File: src/rtl/muldiv_sequencer.sv
// Iterative MULT/MULTU/DIV/DIVU engine for the HI/LO pair: WIDTH shift-add / restoring-divide steps, then sign fixup and a single write pulse.
// Optional MULDIV_EARLY_TERM_EN ends multiplies once the remaining multiplier bits are all zero.
module muldiv_sequencer #(
    parameter int WIDTH = 32,
    parameter int CNT_W = 6
) (
    input  logic             i_clk,
    input  logic             i_rst,
    input  logic             i_start,
    input  logic [1:0]       i_op,
    input  logic [WIDTH-1:0] i_operand_a,
    input  logic [WIDTH-1:0] i_operand_b,
    input  logic             i_flush,
    output logic             o_stall,
    output logic             o_busy,
    output logic             o_done,
    output logic             o_hilo_write,
    output logic [WIDTH-1:0] o_hi_out,
    output logic [WIDTH-1:0] o_lo_out,
    output logic             o_div_zero
);
    localparam logic [1:0] S_IDLE = 2'd0;
    localparam logic [1:0] S_RUN  = 2'd1;
    localparam logic [1:0] S_FIX  = 2'd2;
    localparam logic [1:0] S_DONE = 2'd3;

    logic [1:0]         r_state;
    logic               r_busy;
    logic               r_is_div;
    logic               r_neg_q;
    logic               r_neg_r;
    logic               r_divz;
    logic [CNT_W-1:0]   r_cnt;
    logic [WIDTH-1:0]   r_opd;
    logic [WIDTH-1:0]   r_hi;
    logic [WIDTH-1:0]   r_lo;
    logic [2*WIDTH-1:0] r_acc;

    logic               w_signed;
    logic               w_a_neg;
    logic               w_b_neg;
    logic               w_idle_or_done;
    logic               w_accept;
    logic               w_last;
    logic               w_early;
    logic [WIDTH-1:0]   w_a_abs;
    logic [WIDTH-1:0]   w_b_abs;
    logic [WIDTH-1:0]   w_fix_hi;
    logic [WIDTH-1:0]   w_fix_lo;
    logic [WIDTH:0]     w_mul_sum;
    logic [WIDTH:0]     w_rem_sh;
    logic [WIDTH:0]     w_trial;
    logic [2*WIDTH-1:0] w_mul_nxt;
    logic [2*WIDTH-1:0] w_mul_run;
    logic [2*WIDTH-1:0] w_div_nxt;
    logic [2*WIDTH-1:0] w_prod_fix;

    assign w_signed       = ~i_op[0];
    assign w_a_neg        = w_signed & i_operand_a[WIDTH-1];
    assign w_b_neg        = w_signed & i_operand_b[WIDTH-1];
    assign w_a_abs        = w_a_neg ? -i_operand_a : i_operand_a;
    assign w_b_abs        = w_b_neg ? -i_operand_b : i_operand_b;
    assign w_idle_or_done = (r_state == S_IDLE) || (r_state == S_DONE);
    assign w_accept       = i_start & ~i_flush & w_idle_or_done;

    // Multiply step: acc low half holds the not-yet-consumed multiplier bits.
    assign w_mul_sum = {1'b0, r_acc[2*WIDTH-1:WIDTH]} + (r_acc[0] ? {1'b0, r_opd} : {(WIDTH+1){1'b0}});
    assign w_mul_nxt = {w_mul_sum, r_acc[WIDTH-1:1]};

    // Restoring divide step: the 33-bit trial keeps the bit shifted out of rem.
    assign w_rem_sh  = {r_acc[2*WIDTH-1:WIDTH], r_acc[WIDTH-1]};
    assign w_trial   = w_rem_sh - {1'b0, r_opd};
    assign w_div_nxt = w_trial[WIDTH] ? {w_rem_sh[WIDTH-1:0], r_acc[WIDTH-2:0], 1'b0}
                                      : {w_trial[WIDTH-1:0],  r_acc[WIDTH-2:0], 1'b1};

`ifdef MULDIV_EARLY_TERM_EN
    logic [CNT_W-1:0] w_rem_bits;
    logic [WIDTH-1:0] w_mask;
    assign w_rem_bits = r_cnt - CNT_W'(1);
    assign w_mask     = (WIDTH'(1) << w_rem_bits) - WIDTH'(1);
    assign w_early    = ~r_is_div & ((w_mul_nxt[WIDTH-1:0] & w_mask) == {WIDTH{1'b0}});
    assign w_mul_run  = w_early ? (w_mul_nxt >> w_rem_bits) : w_mul_nxt;
`else
    assign w_early    = 1'b0;
    assign w_mul_run  = w_mul_nxt;
`endif

    assign w_last     = (r_cnt == CNT_W'(1)) | w_early;

    assign w_prod_fix = r_neg_q ? -r_acc : r_acc;
    assign w_fix_lo   = r_is_div ? (r_neg_q ? -r_acc[WIDTH-1:0] : r_acc[WIDTH-1:0])
                                 : w_prod_fix[WIDTH-1:0];
    assign w_fix_hi   = r_is_div ? (r_neg_r ? -r_acc[2*WIDTH-1:WIDTH] : r_acc[2*WIDTH-1:WIDTH])
                                 : w_prod_fix[2*WIDTH-1:WIDTH];

    always_ff @(posedge i_clk) begin
        if (i_rst) begin
            r_state  <= S_IDLE;
            r_busy   <= 1'b0;
            r_is_div <= 1'b0;
            r_neg_q  <= 1'b0;
            r_neg_r  <= 1'b0;
            r_divz   <= 1'b0;
            r_cnt    <= '0;
            r_opd    <= '0;
            r_acc    <= '0;
            r_hi     <= '0;
            r_lo     <= '0;
        end else begin
            case (r_state)
                S_IDLE: begin
                    if (w_accept) begin
                        r_state <= S_RUN;
                        r_busy  <= 1'b1;
                    end
                end
                S_RUN: begin
                    if (i_flush) begin
                        r_state <= S_IDLE;
                        r_busy  <= 1'b0;
                    end else begin
                        r_acc <= r_is_div ? w_div_nxt : w_mul_run;
                        r_cnt <= r_cnt - CNT_W'(1);
                        if (w_last) r_state <= S_FIX;
                    end
                end
                S_FIX: begin
                    r_busy <= 1'b0;
                    if (i_flush) begin
                        r_state <= S_IDLE;
                    end else begin
                        r_hi    <= w_fix_hi;
                        r_lo    <= w_fix_lo;
                        r_state <= S_DONE;
                    end
                end
                default: begin
                    r_state <= w_accept ? S_RUN : S_IDLE;
                    r_busy  <= w_accept;
                end
            endcase
            // Operand capture is shared by the IDLE and back-to-back DONE issue paths.
            if (w_accept) begin
                r_is_div <= i_op[1];
                r_neg_q  <= w_a_neg ^ w_b_neg;
                r_neg_r  <= w_a_neg;
                r_divz   <= i_op[1] & (i_operand_b == {WIDTH{1'b0}});
                r_opd    <= i_op[1] ? w_b_abs : w_a_abs;
                r_acc    <= {{WIDTH{1'b0}}, (i_op[1] ? w_a_abs : w_b_abs)};
                r_cnt    <= CNT_W'(WIDTH);
            end
        end
    end

    assign o_busy       = r_busy;
    assign o_done       = (r_state == S_DONE);
    assign o_hilo_write = (r_state == S_DONE);
    assign o_div_zero   = (r_state == S_DONE) & r_divz;
    assign o_hi_out     = r_hi;
    assign o_lo_out     = r_lo;
    assign o_stall      = r_busy | (i_start & w_idle_or_done);
endmodule

File: config.mk
export PLATFORM = sky130hd
export DESIGN_NAME = muldiv_sequencer
export DESIGN_NICKNAME = d
export VERILOG_FILES = /design/src/rtl/muldiv_sequencer.sv
export SDC_FILE = /design/constraint.sdc
export NUM_CORES = 1
export LEC_CHECK = 0
export BUFFER_PORTS_ARGS = -buffer_cell sky130_fd_sc_hd__buf_2
export CAP_MARGIN = 20
export CELL_PAD_IN_SITES_DETAIL_PLACEMENT = 0
export CELL_PAD_IN_SITES_GLOBAL_PLACEMENT = 2
export CORE_MARGIN = 4
export CORE_UTILIZATION = 35
export CTS_CLUSTER_SIZE = 28
export DETAILED_ROUTE_END_ITERATION = 7
export GPL_TIMING_DRIVEN = 0
export PLACE_DENSITY = 0.9
export SETUP_SLACK_MARGIN = 0.15
export SLEW_MARGIN = 40
export SYNTH_ARGS = -nofsm -noshare
export SYNTH_HDL_FRONTEND = slang
export SYNTH_SLANG_ARGS = --single-unit
File: constraint.sdc
create_clock -name i_clk -period 4 [get_ports i_clk]
set_input_delay 1.2 -clock i_clk [delete_from_list [all_inputs] [get_ports i_clk]]
set_output_delay 1.2 -clock i_clk [all_outputs]
set_load 0.02 [all_outputs]
Word level (Yosys, flattened, before mapping)
Cells that the tools add are included.
{ "word_totals": {"ff_bits": 173, "latch_bits": 0, "ramBits": 0, "romBits": 0, "output_inout_bits": 69, "memories": 0} }
{ "op_classes": {"add_sub_neg": 8, "multipliers": 0, "n_div": 0, "order_cmp": 0, "n_eq_ne": 8, "n_shift": 0, "mux": 27, "bitwise": 11, "n_reduce_logical": 10} }
{ "op_table": {"columns": ["cell", "count"], "rows": [
  ["$mux W32", 12],
  ["$mux W64", 3],
  ["$neg A32 Y32", 4],
  ["$neg A64 Y64", 1],
  ["$add A32 B32 Y33", 1],
  ["$sub A33 B32 Y33", 1],
  ["$logic_not A32 Y1", 1],
  ["$mux W6", 3],
  ["$reduce_and A2 Y1", 5],
  ["$mux W2", 4],
  ["$and A1 B1 Y1", 7],
  ["$eq A6 B1 Y1 const B", 1],
  ["$pmux W2 S3", 1],
  ["$sub A6 B1 Y6 const B", 1],
  ["$eq A2 B2 Y1 const B", 2],
  ["$ne A2 B2 Y1 const B", 2],
  ["$mux W1", 3],
  ["$ne A3 B3 Y1 const B", 1],
  ["$pmux W1 S3", 1],
  ["$eq A2 B1 Y1 const B", 1],
  ["$logic_not A2 Y1", 1],
  ["$ne A2 B1 Y1 const B", 1],
  ["$not A1 Y1", 2],
  ["$reduce_bool A2 Y1", 1],
  ["other kinds (4)", 4]
]} }

Logic depth before layout (Yosys ltp)
Gate-level depths: netlist of run 1.
{ "logic_depth": {"ltp_word": 6, "depth_mapped": 14} }

Worst setup path before layout of run 1
Ideal clock, no wire load.
{ "synth_timing": {"path_type": "input to register", "from": "input i_operand_b[8]", "to": "register r_opd[29]", "setup_time_ns": 0.117, "arrival_ns": 3.289, "path_slack_ns": 0.593, "cell_stages": 10, "n_path_buf": 1, "cell_sequence": "or4_1 > nor3_1 > nand2b_1 > nor3_1 > and2_1 > buf_2 > a31oi_1 > xor2_1 > or2_2 > a32o_1"} }
{ "synth_via": {"elab_chain_len": 3} }
{ "synth_lines": {"columns": ["element", "line", "text"], "rows": [
  ["from (decl)", "12", "input logic [WIDTH-1:0] i_operand_b,"],
  ["$neg A32 Y32", "62", "assign w_b_abs = w_b_neg ? -i_operand_b : i_operand_b;"],
  ["$mux W32", "62", null],
  ["$mux W32", "148", "r_opd <= i_op[1] ? w_b_abs : w_a_abs;"],
  ["to (signal assigned)", "148", null],
  ["to (decl)", "34", "logic [WIDTH-1:0] r_opd;"]
]} }
No other way between the ends.
A chain may end at the register's enable or synchronous reset.

Worst setup path after layout of run 1
{ "layout_timing": {"from": "register r_acc[31]", "to": "register r_acc[58]"} }
{ "layout_via": {"elab_chain_len": 3} }
{ "layout_lines": {"columns": ["element", "line", "text"], "rows": [
  ["from (decl)", "37", "logic [2*WIDTH-1:0] r_acc;"],
  ["from (signal assigned)", "122", "r_acc <= r_is_div ? w_div_nxt : w_mul_run;"],
  ["from (signal assigned)", "149", "r_acc <= {{WIDTH{1'b0}}, (i_op[1] ? w_a_abs : w_b_abs)};"],
  ["$sub A33 B32 Y33", "72", "assign w_trial = w_rem_sh - {1'b0, r_opd};"],
  ["$mux W64", "73", "assign w_div_nxt = w_trial[WIDTH] ? {w_rem_sh[WIDTH-1:0], r_acc[WIDTH-2:0], 1'b0}"],
  ["$mux W64", "122", null]
]} }
No other way between the ends.

==> results of run 1 <==
-- routing by layer --
layer	wire, um	track usage	up-vias
li1	-	-	7278
met1	26500	0.360	7180
met2	25200	0.395	536
met3	3520	0.0296	70
met4	1350	0.0650	0
met5	0	0	-
-- worst max-delay path: stages (launching register included) --
cell,delay [ns]
dfxtp_2,0.46
inv_1,0.16
ha_1,0.26
fa_1,0.42
nand2b_1,0.20
a21oi_2,0.27
o21a_1,0.23
o211a_1,0.24
o2111ai_1,0.18
o211ai_4,0.28
clkbuf_2,0.39
nor2_1,0.09
a22oi_1,0.27
a21oi_1,0.12
-- power groups by stage --
stage / registers [mW] / logic, mW / clock network, mW
2_1_floorplan: 2.08 / 2.26 / 0
3_3_place_gp: 2.13 / 3.27 / 0
3_5_place_dp: 2.14 / 3.28 / 0
4_1_cts: 2.10 / 3.31 / 1.90
5_1_grt: 2.13 / 3.69 / 1.97
6_report: 2.11 / 3.40 / 1.89
-- registers in the layout, indices dropped and copies added (netlist names) --
register,count
o_busy,1
o_hi_out,32
o_lo_out,32
r_acc,64
r_cnt,6
r_divz,1
r_is_div,1
r_neg_q,1
r_neg_r,1
r_opd,32
r_state,2
-- cells in the final DEF (no fill, tap or decap), types with 68 or more instances in the layout --
cell type / Yosys / final
a21oi_1: 206 / 202
nor2_1: 228 / 228
xor2_1: 94 / 94
xnor2_1: 80 / 80
clkbuf_1: 110 / 105
buf_2: 6 / 142
ha_1: 74 / 74
o21ai_0: 140 / 137
dfxtp_1: 173 / 171
inv_1: 69 / 68
nand2_1: 207 / 207
-- timing repair --
action,4_1_cts,5_1_grt
setup buffers,0,0
setup endpoints to repair,38,42
cloned,0,0
resized for setup,13,21
pin swaps,0,1
-- kinds of logic after synthesis --
logic type	share of synthesized area
buffers and inverters	0.0520
multiplexers	0.0377
AO/OA/AOI/OAI	0.274
flip-flops	0.246
AND/OR/NAND/NOR	0.214
XOR/XNOR	0.108
adder cells (fa/ha/maj)	0.0686
-- final timing paths --
path | startpoint | to | slack [ns] | cells after the start
max | r_acc[31] | r_acc[58] | 0.27 | 13
min | o_hi_out[16] | o_hi_out[16] | 0.45 | 2
max reg2reg | r_acc[31] | r_acc[58] | 0.27 | 13
min reg2reg | o_hi_out[16] | o_hi_out[16] | 0.45 | 2
-- per-stage QoR --
| step | worst slack, ns | std cells | area, um^2 |
|---|---|---|---|
| after global routing | 0.159 | 2643 | 16200 |
| after detailed placement | -0.426 | 2611 | 15400 |
| after global placement | -0.447 | 2611 | 15400 |
| after CTS | 0.111 | 2643 | 16100 |
| after floorplan | 0.593 | 1949 | 14100 |
| final | 0.267 | 2644 | 16200 |
-- layout make-up --
| class | count | area share |
|---|---|---|
| Inverter | 69 | 0.0162 |
| Sequential cell | 173 | 0.214 |
| Antenna cell | 1 | 0.000155 |
| Clock inverter | 13 | 0.0127 |
| Timing Repair Buffer | 137 | 0.0424 |
| Clock buffer | 19 | 0.0268 |
| Buffer | 123 | 0.0303 |
| Tap cell | 525 | 0.0406 |
| Multi-Input combinational cell | 1584 | 0.617 |
==> run summary, run 1 <==
initial antenna violation count: 1
area leader, netlist: dfxtp_1
largest cells by area after synthesis: dfxtp_1 (25%), a21oi_1 (7.3%), ha_1 (6.6%)
nets@finish: 2251
Overall Global Routing Usage: 0.249
clk sinks: 173
Post-synth EDFFs: 0
clock root buffer master: clkbuf_16
count leader, synth: nor2_1
Worst Setup End Kind: flop
vias in the first global route: 14131
Synth top cells by count: nor2_1 (228), nand2_1 (207), a21oi_1 (206)
CP Class: reg2reg
Tmin final: 3.73 ns
sequential power share: 0.285
max-cap viol count: 0
final cycle utilization of the critical path: 0.933
RSZ-0062 raised after global routing: no
First DRT Iteration DRCs: 1344
Logic pwr share: 0.460
Initial Util: 0.355
synth warn: 0
Syn Std Cell Area: 0.0141 mm^2
IO buf count: 137
register area: 0.00347 mm^2
static leakage: 6.39 nW
Mapped Cells: 1949
Layout Skew: 0.0146 ns
die height: 209 um
post-synthesis async set-or-reset flop share: 0
CTS tree: built
total iterations of the first detailed-routing run: 7
power share of the clock group: 0.255
Synth-to-Final Area Change: 14.8%
Synthesized Nets: 2095
Sw Pwr: 3.25 mW
Hold Buf Count CTS: 0
CTS H-tree lvls: 4
Req. time, crit path: 4.31 ns
power density over cell area: 457 mW/mm^2
endpoints failing hold: 0
total power: 7.40 mW
I/O pin total: 139
largest net degree at the start of global routing: 17
Max Freq: 0.268 GHz
drc violations: 0
Post-Route WL: 56.5 mm
grt total ovfl: 0
Clock transition at path regs: 0.08 ns
Std-Cell Rows: 73
worst rel slew slack: 0.437
wire per inst: 21.4 um
Multi-input gate area: 0.00997 mm^2
Detailed Place HPWL: 45.7 mm
critical path fanouts, max: 10
Skew-Pair Late Insertion Delay: 0.45 ns
worst slew pin tran: 0.845 ns
filler instances: 4253
library cells used by synthesis: 75
clock tree buffer depth: 2
total core area: 0.0397 mm^2
Fin Hold WS: 0.447 ns
worst vdd ir: 0.277 mV
antenna violation net count after detailed routing: 0
outcome: finished, final reports clean
Die ar.: 0.0435 mm^2
register area share after synthesis: 0.246
RD Place Congestion: 0.948
Hold Crit Class: reg2reg
Int Power: 4.15 mW
first-pass GRT wire length: 85.5 mm
Die Wd: 209 um
Worst EP arrival: 4.04 ns
FF+latch count, synth: 173
layout cells sized above 1: 0.104
Switching Share: 0.439
vias per std cell: 5.70
startpoint types: flop
final core occ: 0.407
Top FF cell, synth: dfxtp_1
CTS buffer count: 17
Setup-failing EPs final: 0
top-area cell type share of the netlist area: 0.246
setup_tns: 0 ns
fin. max-slew vios: 0
via count: 15064
Avg Inst Size Synth: 7.23 um^2
No activity file was read; power rests on OpenSTA's default activity.
==> run 2: changes to the inputs <==
--- a/config.mk
+++ b/config.mk
@@ -9,12 +9,14 @@
 export CAP_MARGIN = 20
 export CELL_PAD_IN_SITES_DETAIL_PLACEMENT = 0
 export CELL_PAD_IN_SITES_GLOBAL_PLACEMENT = 2
+export CORE_ASPECT_RATIO = 2
 export CORE_MARGIN = 4
 export CORE_UTILIZATION = 35
 export CTS_CLUSTER_SIZE = 28
 export DETAILED_ROUTE_END_ITERATION = 7
 export GPL_TIMING_DRIVEN = 0
 export PLACE_DENSITY = 0.9
+export REMOVE_ABC_BUFFERS = 1
 export SETUP_SLACK_MARGIN = 0.15
 export SLEW_MARGIN = 40
 export SYNTH_ARGS = -nofsm -noshare
==> run 2 against run 1 <==
Against the previous run:
- register-to-register slack gained 0.02 ns
- clock power shrank 5%
- non-clock buffer count shrank 101
- critical path depth is the same
- wire length shrank 12%
- global-route usage shrank 2.2 points
- combinational power shrank 5%
- setup slack gained 0.023 ns
- utilization shrank 0.093 points
- critical path type unchanged
- critical endpoint is now r_acc[61]
- largest power group unchanged
- highest routed layer unchanged
==> run summary, run 2 (synthesis gave the netlist of run 1 again) <==
IO buf count: 138 (+0.73%)
worst slew pin tran: 0.838 ns (-0.00659 ns)
First DRT Iteration DRCs: 718 (-47%)
Die Wd: 150 um (-28%)
CP Capture Point: r_acc[61]
clock root buffer master: clkbuf_16
endpoints failing hold: 0 (unchanged)
Skew-Pair Late Insertion Delay: 0.46 ns (about the same)
max-cap viol count: 0 (unchanged)
layout cells sized above 1: 0.120 (+0.0166)
Req. time, crit path: 4.35 ns (+0.04 ns)
Std-Cell Rows: 103 (+41%)
Critical Path Max Stage Delay: 0.42 ns (-0.04 ns)
drc violations: 0 (unchanged)
vias in the first global route: 14346 (+1.5%)
worst rel slew slack: 0.440 (+0.00324)
largest net degree at the start of global routing: 87 (+70)
Worst Setup End Kind: flop
Multi-input gate area: 0.0100 mm^2 (+0.49%)
crit path from: r_acc[0]
critical path fanouts, max: 6 (-4)
total core area: 0.0397 mm^2 (about the same)
Placement Cell Area: 0.0154 mm^2 (-0.24%)
grt total ovfl: 0 (unchanged)
RSZ-0062 raised after global routing: yes
Die ar.: 0.0437 mm^2 (+0.45%)
most common cell after layout, fill and taps aside: nor2_1
Worst Path Buf+Inv: 0 (-2)
Int Power: 4.14 mW (about the same)
power density over cell area: 446 mW/mm^2 (-2.6%)
antenna violation net count after detailed routing: 0 (unchanged)
static leakage: 6.38 nW (about the same)
clk sinks: 173 (unchanged)
Overall Global Routing Usage: 0.227 (-0.0216)
final core occ: 0.406 (-0.000926)
nets@finish: 2150 (-4.5%)
I/O pin total: 139 (unchanged)
most frequent cells in the layout: nor2_1 (226), a21oi_1 (204), nand2_1 (204), dfxtp_1 (169), o21ai_0 (138)
Switching Share: 0.423 (-0.0162)
placed insts: 2507 (-4.0%)
startpoint types: flop
Hold Buf Count CTS: 0 (unchanged)
power share of the clock group: 0.251 (-0.004)
Clock transition at path regs: 0.07 ns (about the same)
Tmin final: 3.71 ns (-0.0235 ns)
CTS H-tree lvls: 4 (unchanged)
via count: 14301 (-5.1%)
Sw Pwr: 3.04 mW (-6.5%)
sequential power share: 0.300 (+0.015)
CTS buffer count: 17 (unchanged)
max reg flops: 64 (unchanged)
CTS tree: built
FF-to-FF End: r_acc[61]
final cycle utilization of the critical path: 0.927 (-0.00587)
Hold Crit Class: reg2reg
wire per inst: 19.6 um (-8.1%)
RD Place Congestion: 0.913 (-3.7%)
fin area: 0.0161 mm^2 (-0.32%)
Layout Cells excl Fill: 2545 (-3.7%)
Worst EP arrival: 4.06 ns (+0.02 ns)
initial antenna violation count: 4 (+3)
CP Class: reg2reg
Fin Hold WS: 0.447 ns (+0.000148 ns)
worst reg-to-reg setup slack: 0.29 ns (+0.02 ns)
total power: 7.18 mW (-2.9%)
Synth-to-Final Area Change: 14.4%
die height: 292 um (+40%)
vias per std cell: 5.62 (-1.4%)
filler instances: 4309 (+1.3%)
first-pass GRT wire length: 78.8 mm (-7.9%)
CP top delay family: compound AO/OA/AOI/OAI gates
Layout Skew: 0.0113 ns (-0.00333 ns)
Setup-failing EPs final: 0 (unchanged)
total iterations of the first detailed-routing run: 6 (-1)
critical-path cell list: and2_1, ha_1, fa_1, a21oi_1, o22ai_1, o31ai_4, o21ai_1, a41o_1, a22oi_1, o21ai_1, or3b_1, a21oi_1, o31ai_1
Max Freq: 0.270 GHz (+0.63%)
Detailed Place HPWL: 39.3 mm (-14%)
Initial Util: 0.355 (about the same)
WP depth: 13 (unchanged)
clock tree buffer depth: 2 (unchanged)
Post-Route WL: 50.0 mm (-12%)
worst flop-to-flop path startpoint: r_acc[0]
worst vdd ir: 0.351 mV (+26%)
outcome: finished, final reports clean
Logic pwr share: 0.449 (-0.011)
Slowest-stage cell, CP: fa_1
worst r2r path cells: 13 (unchanged)
Most flops, register: r_acc
register area: 0.00347 mm^2 (+0.22%)
fin. max-slew vios: 0 (unchanged)
-- run 2: layer usage --
metal,GRT usage,up-vias,part of all wire
li1,-,7079,-
met1,0.232,6755,0.37
met2,0.438,345,0.55
met3,0.0304,122,0.033
met4,0.117,0,0.046
met5,0,-,0
-- run 2: final cells by class --
| cell class | count | share of cell area |
|---|---|---|
| multi-input combinational | 1584 | 0.622 |
| sequential | 173 | 0.215 |
| timing repair buffer | 159 | 0.0671 |
| tap | 525 | 0.0407 |
| clock buffer | 20 | 0.0289 |
| inverter | 69 | 0.0165 |
| clock inverter | 12 | 0.00908 |
| antenna | 3 | 0.000466 |
-- run 2: worst min path at each step --
stage / startpoint / endpoint / depth (start not counted)
final: o_hi_out[11] / o_hi_out[11] / 2
after global routing: o_hi_out[31] / o_hi_out[31] / 2
after CTS: o_hi_out[11] / o_hi_out[11] / 2
after detailed placement: o_hi_out[11] / o_hi_out[11] / 2
after global placement: o_hi_out[6] / o_hi_out[6] / 2
after floorplan: r_opd[10] / r_opd[10] / 2
-- run 2: what timing repair did --
| action | CTS | global route |
|---|---|---|
| buffers inserted | 1 | 2 |
| endpoints found under the setup margin | 30 | 23 |
| pin swaps | 1 | 2 |
| gates resized for setup | 9 | 8 |
-- run 2: power groups by stage --
stage	logic [mW]	clock network, mW	registers, mW
3_5_place_dp	3.16	0	2.19
3_3_place_gp	3.02	0	2.20
2_1_floorplan	2.14	0	2.14
4_1_cts	3.19	1.86	2.15
6_report	3.22	1.80	2.16
5_1_grt	3.54	1.90	2.18
-- run 2: per-stage QoR --
stage | setup slack, ns | setup TNS (ns)
6_report | 0.291 | 0
4_1_cts | 0.131 | 0
3_5_place_dp | -0.481 | -6.22
2_1_floorplan | -1.69 | -149.33
5_1_grt | 0.147 | 0
3_3_place_gp | -5.19 | -496.57
-- run 2: worst min-delay path: stages (launching register included) --
cell,delay [ns]
dfxtp_1,0.31
nand2_1,0.05
a21oi_1,0.05
==> run 3: changes to the inputs <==
--- a/config.mk
+++ b/config.mk
@@ -10,7 +10,7 @@
 export CELL_PAD_IN_SITES_DETAIL_PLACEMENT = 0
 export CELL_PAD_IN_SITES_GLOBAL_PLACEMENT = 2
 export CORE_ASPECT_RATIO = 2
-export CORE_MARGIN = 4
+export CORE_MARGIN = 1
 export CORE_UTILIZATION = 35
 export CTS_CLUSTER_SIZE = 28
 export DETAILED_ROUTE_END_ITERATION = 7
==> run 3 against run 2 <==
Against the previous run:
- sequential power about the same
- sequential cell count unchanged
- clock skew up 0.0051 ns
- fmax up 1.6%
- first-iteration DRC count down 16%
- wire length down 1.2%
- power up 0.93%
- critical path depth up 3
- setup slack better by 0.059 ns
- non-clock buffer count up 2
- final area up 0.32%
- register-to-register slack better by 0.06 ns
- critical path type unchanged
- largest power group unchanged
==> run summary, run 3 (synthesis gave the netlist of run 1 again) <==
outcome: finished, final reports clean
Sw Pwr: 3.09 mW (+1.8%)
grt total ovfl: 0 (unchanged)
max-cap viol count: 0 (unchanged)
static leakage: 6.41 nW (+0.44%)
placed insts: 2507 (unchanged)
Die ar.: 0.0411 mm^2 (-6.0%)
worst r2r path cells: 16 (+3)
Logic pwr share: 0.445 (-0.004)
IO buf count: 138 (unchanged)
worst hold path depth: 2 (unchanged)
final cycle utilization of the critical path: 0.913 (-0.0147)
Slowest-stage cell, CP: fa_1
Worst Setup End Kind: flop
Clock transition at path regs: 0.08 ns (about the same)
startpoint types: flop
via count: 14220 (-0.57%)
most frequent cells in the layout: nor2_1 (225), nand2_1 (205), a21oi_1 (203), dfxtp_1 (168), o21ai_0 (138)
setup_tns: 0 ns (unchanged)
CP Class: reg2reg
drc violations: 0 (unchanged)
largest net degree at the start of global routing: 87 (unchanged)
CTS H-tree lvls: 4 (unchanged)
Die Wd: 144 um (-4.0%)
Initial Util: 0.356 (+0.00116)
Switching Share: 0.427 (+0.00357)
RD Place Congestion: 0.897 (-1.7%)
Worst EP arrival: 3.99 ns (-0.07 ns)
Std-Cell Rows: 103 (unchanged)
initial antenna violation count: 2 (-2)
Most flops, register: r_acc
clock root buffer master: clkbuf_16
vias in the first global route: 14082 (-1.8%)
fin. max-slew vios: 0 (unchanged)
Layout Skew: 0.0164 ns (+0.00509 ns)
Hold Buf Count CTS: 0 (unchanged)
WP depth: 16 (+3)
pre-CTS setup slack: -0.678 ns (-0.196 ns)
most common cell after layout, fill and taps aside: nor2_1
nets@finish: 2152 (+0.093%)
CTS tree: built
max reg flops: 64 (unchanged)
total iterations of the first detailed-routing run: 6 (unchanged)
wire per inst: 19.4 um (-1.2%)
I/O pin total: 139 (unchanged)
Critical Path Max Stage Delay: 0.42 ns (about the same)
worst slew pin tran: 0.814 ns (-0.0238 ns)
Int Power: 4.16 mW (+0.30%)
antenna violation net count after detailed routing: 0 (unchanged)
Synth-to-Final Area Change: 14.8%
Tmin final: 3.65 ns (-0.0588 ns)
final core occ: 0.409 (+0.00262)
CP most frequent cell: buf_8
Overall Global Routing Usage: 0.245 (+0.0180)
worst rel slew slack: 0.456 (+0.0159)
clk sinks: 173 (unchanged)
Hold Crit Class: reg2reg
die height: 286 um (-2.1%)
layout cells sized above 1: 0.123 (+0.00236)
total core area: 0.0396 mm^2 (-0.32%)
Skew-Pair Late Insertion Delay: 0.48 ns (+0.02 ns)
clock tree buffer depth: 2 (unchanged)
Max Freq: 0.274 GHz (+1.6%)
CP top delay family: compound AO/OA/AOI/OAI gates
RSZ-0062 raised after global routing: no
first-pass GRT wire length: 77.1 mm (-2.1%)
critical-path cell list: inv_1, ha_1, fa_1, nand2b_1, a21oi_2, o21a_1, o211a_4, o2111ai_1, o211ai_4, buf_8, buf_8, buf_8, mux2i_1, nor2_1, a21oi_1, a21oi_1
critical path fanouts, max: 21 (+15)
power density over cell area: 448 mW/mm^2 (+0.61%)
First DRT Iteration DRCs: 605 (-16%)
Req. time, crit path: 4.34 ns (about the same)
fin area: 0.0162 mm^2 (+0.32%)
CTS buffer count: 17 (unchanged)
Setup-failing EPs final: 0 (unchanged)
Layout Cells excl Fill: 2545 (unchanged)
Post-Route WL: 49.4 mm (-1.2%)
sequential power share: 0.298 (-0.002)
vias per std cell: 5.59 (-0.57%)
worst vdd ir: 0.339 mV (-3.3%)
Setup WS post-layout: 0.349 ns (+0.0588 ns)
Detailed Place HPWL: 38.9 mm (-1.1%)
endpoints failing hold: 0 (unchanged)
power share of the clock group: 0.257 (+0.006)
Placement Cell Area: 0.0154 mm^2 (-0.11%)
Worst Path Buf+Inv: 4 (+4)
run 3: timing repair:
action                     CTS  global route
resized for setup           14            12
pin swaps                    1             6
setup buffers                0             5
setup endpoints to repair   29            29
run 3: per-layer routing:
layer,part of all wire,global-route usage,vias up
met1,0.37,0.250,6667
li1,-,-,7091
met2,0.55,0.477,338
met4,0.045,0.128,0
met3,0.030,0.0254,124
met5,0,0,-
run 3: worst reg2reg max path, cell delays in order, from the launching register on:
cell and delay (ns):
dfxtp_2 0.38, inv_1 0.14, ha_1 0.24, fa_1 0.42, nand2b_1 0.21, a21oi_2 0.23
o21a_1 0.24, o211a_4 0.23, o2111ai_1 0.19, o211ai_4 0.15, buf_8 0.20, buf_8 0.20
buf_8 0.18, mux2i_1 0.25, nor2_1 0.06, a21oi_1 0.13, a21oi_1 0.08
run 3: through the flow:
stage / hold slack (ns) / power (mW)
2_1_floorplan: 0.426 / 4.28
3_3_place_gp: 0.440 / 5.22
3_5_place_dp: 0.442 / 5.35
4_1_cts: 0.452 / 7.25
5_1_grt: 0.463 / 7.68
6_report: 0.449 / 7.25
run 3: power by group through the flow:
| stage | logic [mW] | registers [mW] | clock network [mW] |
|---|---|---|---|
| floorplan | 2.14 | 2.14 | 0 |
| global placement | 3.01 | 2.21 | 0 |
| detailed placement | 3.16 | 2.19 | 0 |
| CTS | 3.19 | 2.15 | 1.91 |
| global route | 3.54 | 2.19 | 1.96 |
| finish | 3.22 | 2.16 | 1.87 |
run 3: path summary, 6_finish.rpt:
path / endpoint / slack (ns) / start
setup / recovery: r_acc[36] / 0.35 / r_acc[31]
hold / removal: o_hi_out[6] / 0.45 / o_hi_out[6]
setup reg to reg: r_acc[36] / 0.35 / r_acc[31]
hold reg to reg: o_hi_out[6] / 0.45 / o_hi_out[6]
run 3: cell type report:
type,count,area (um^2)
Timing Repair Buffer,161,1070
Clock inverter,14,193
Inverter,69,285
Antenna cell,1,2.50
Multi-Input combinational cell,1584,10000
Tap cell,525,657
Clock buffer,18,450
Sequential cell,173,3480
Fill cell,4222,23400
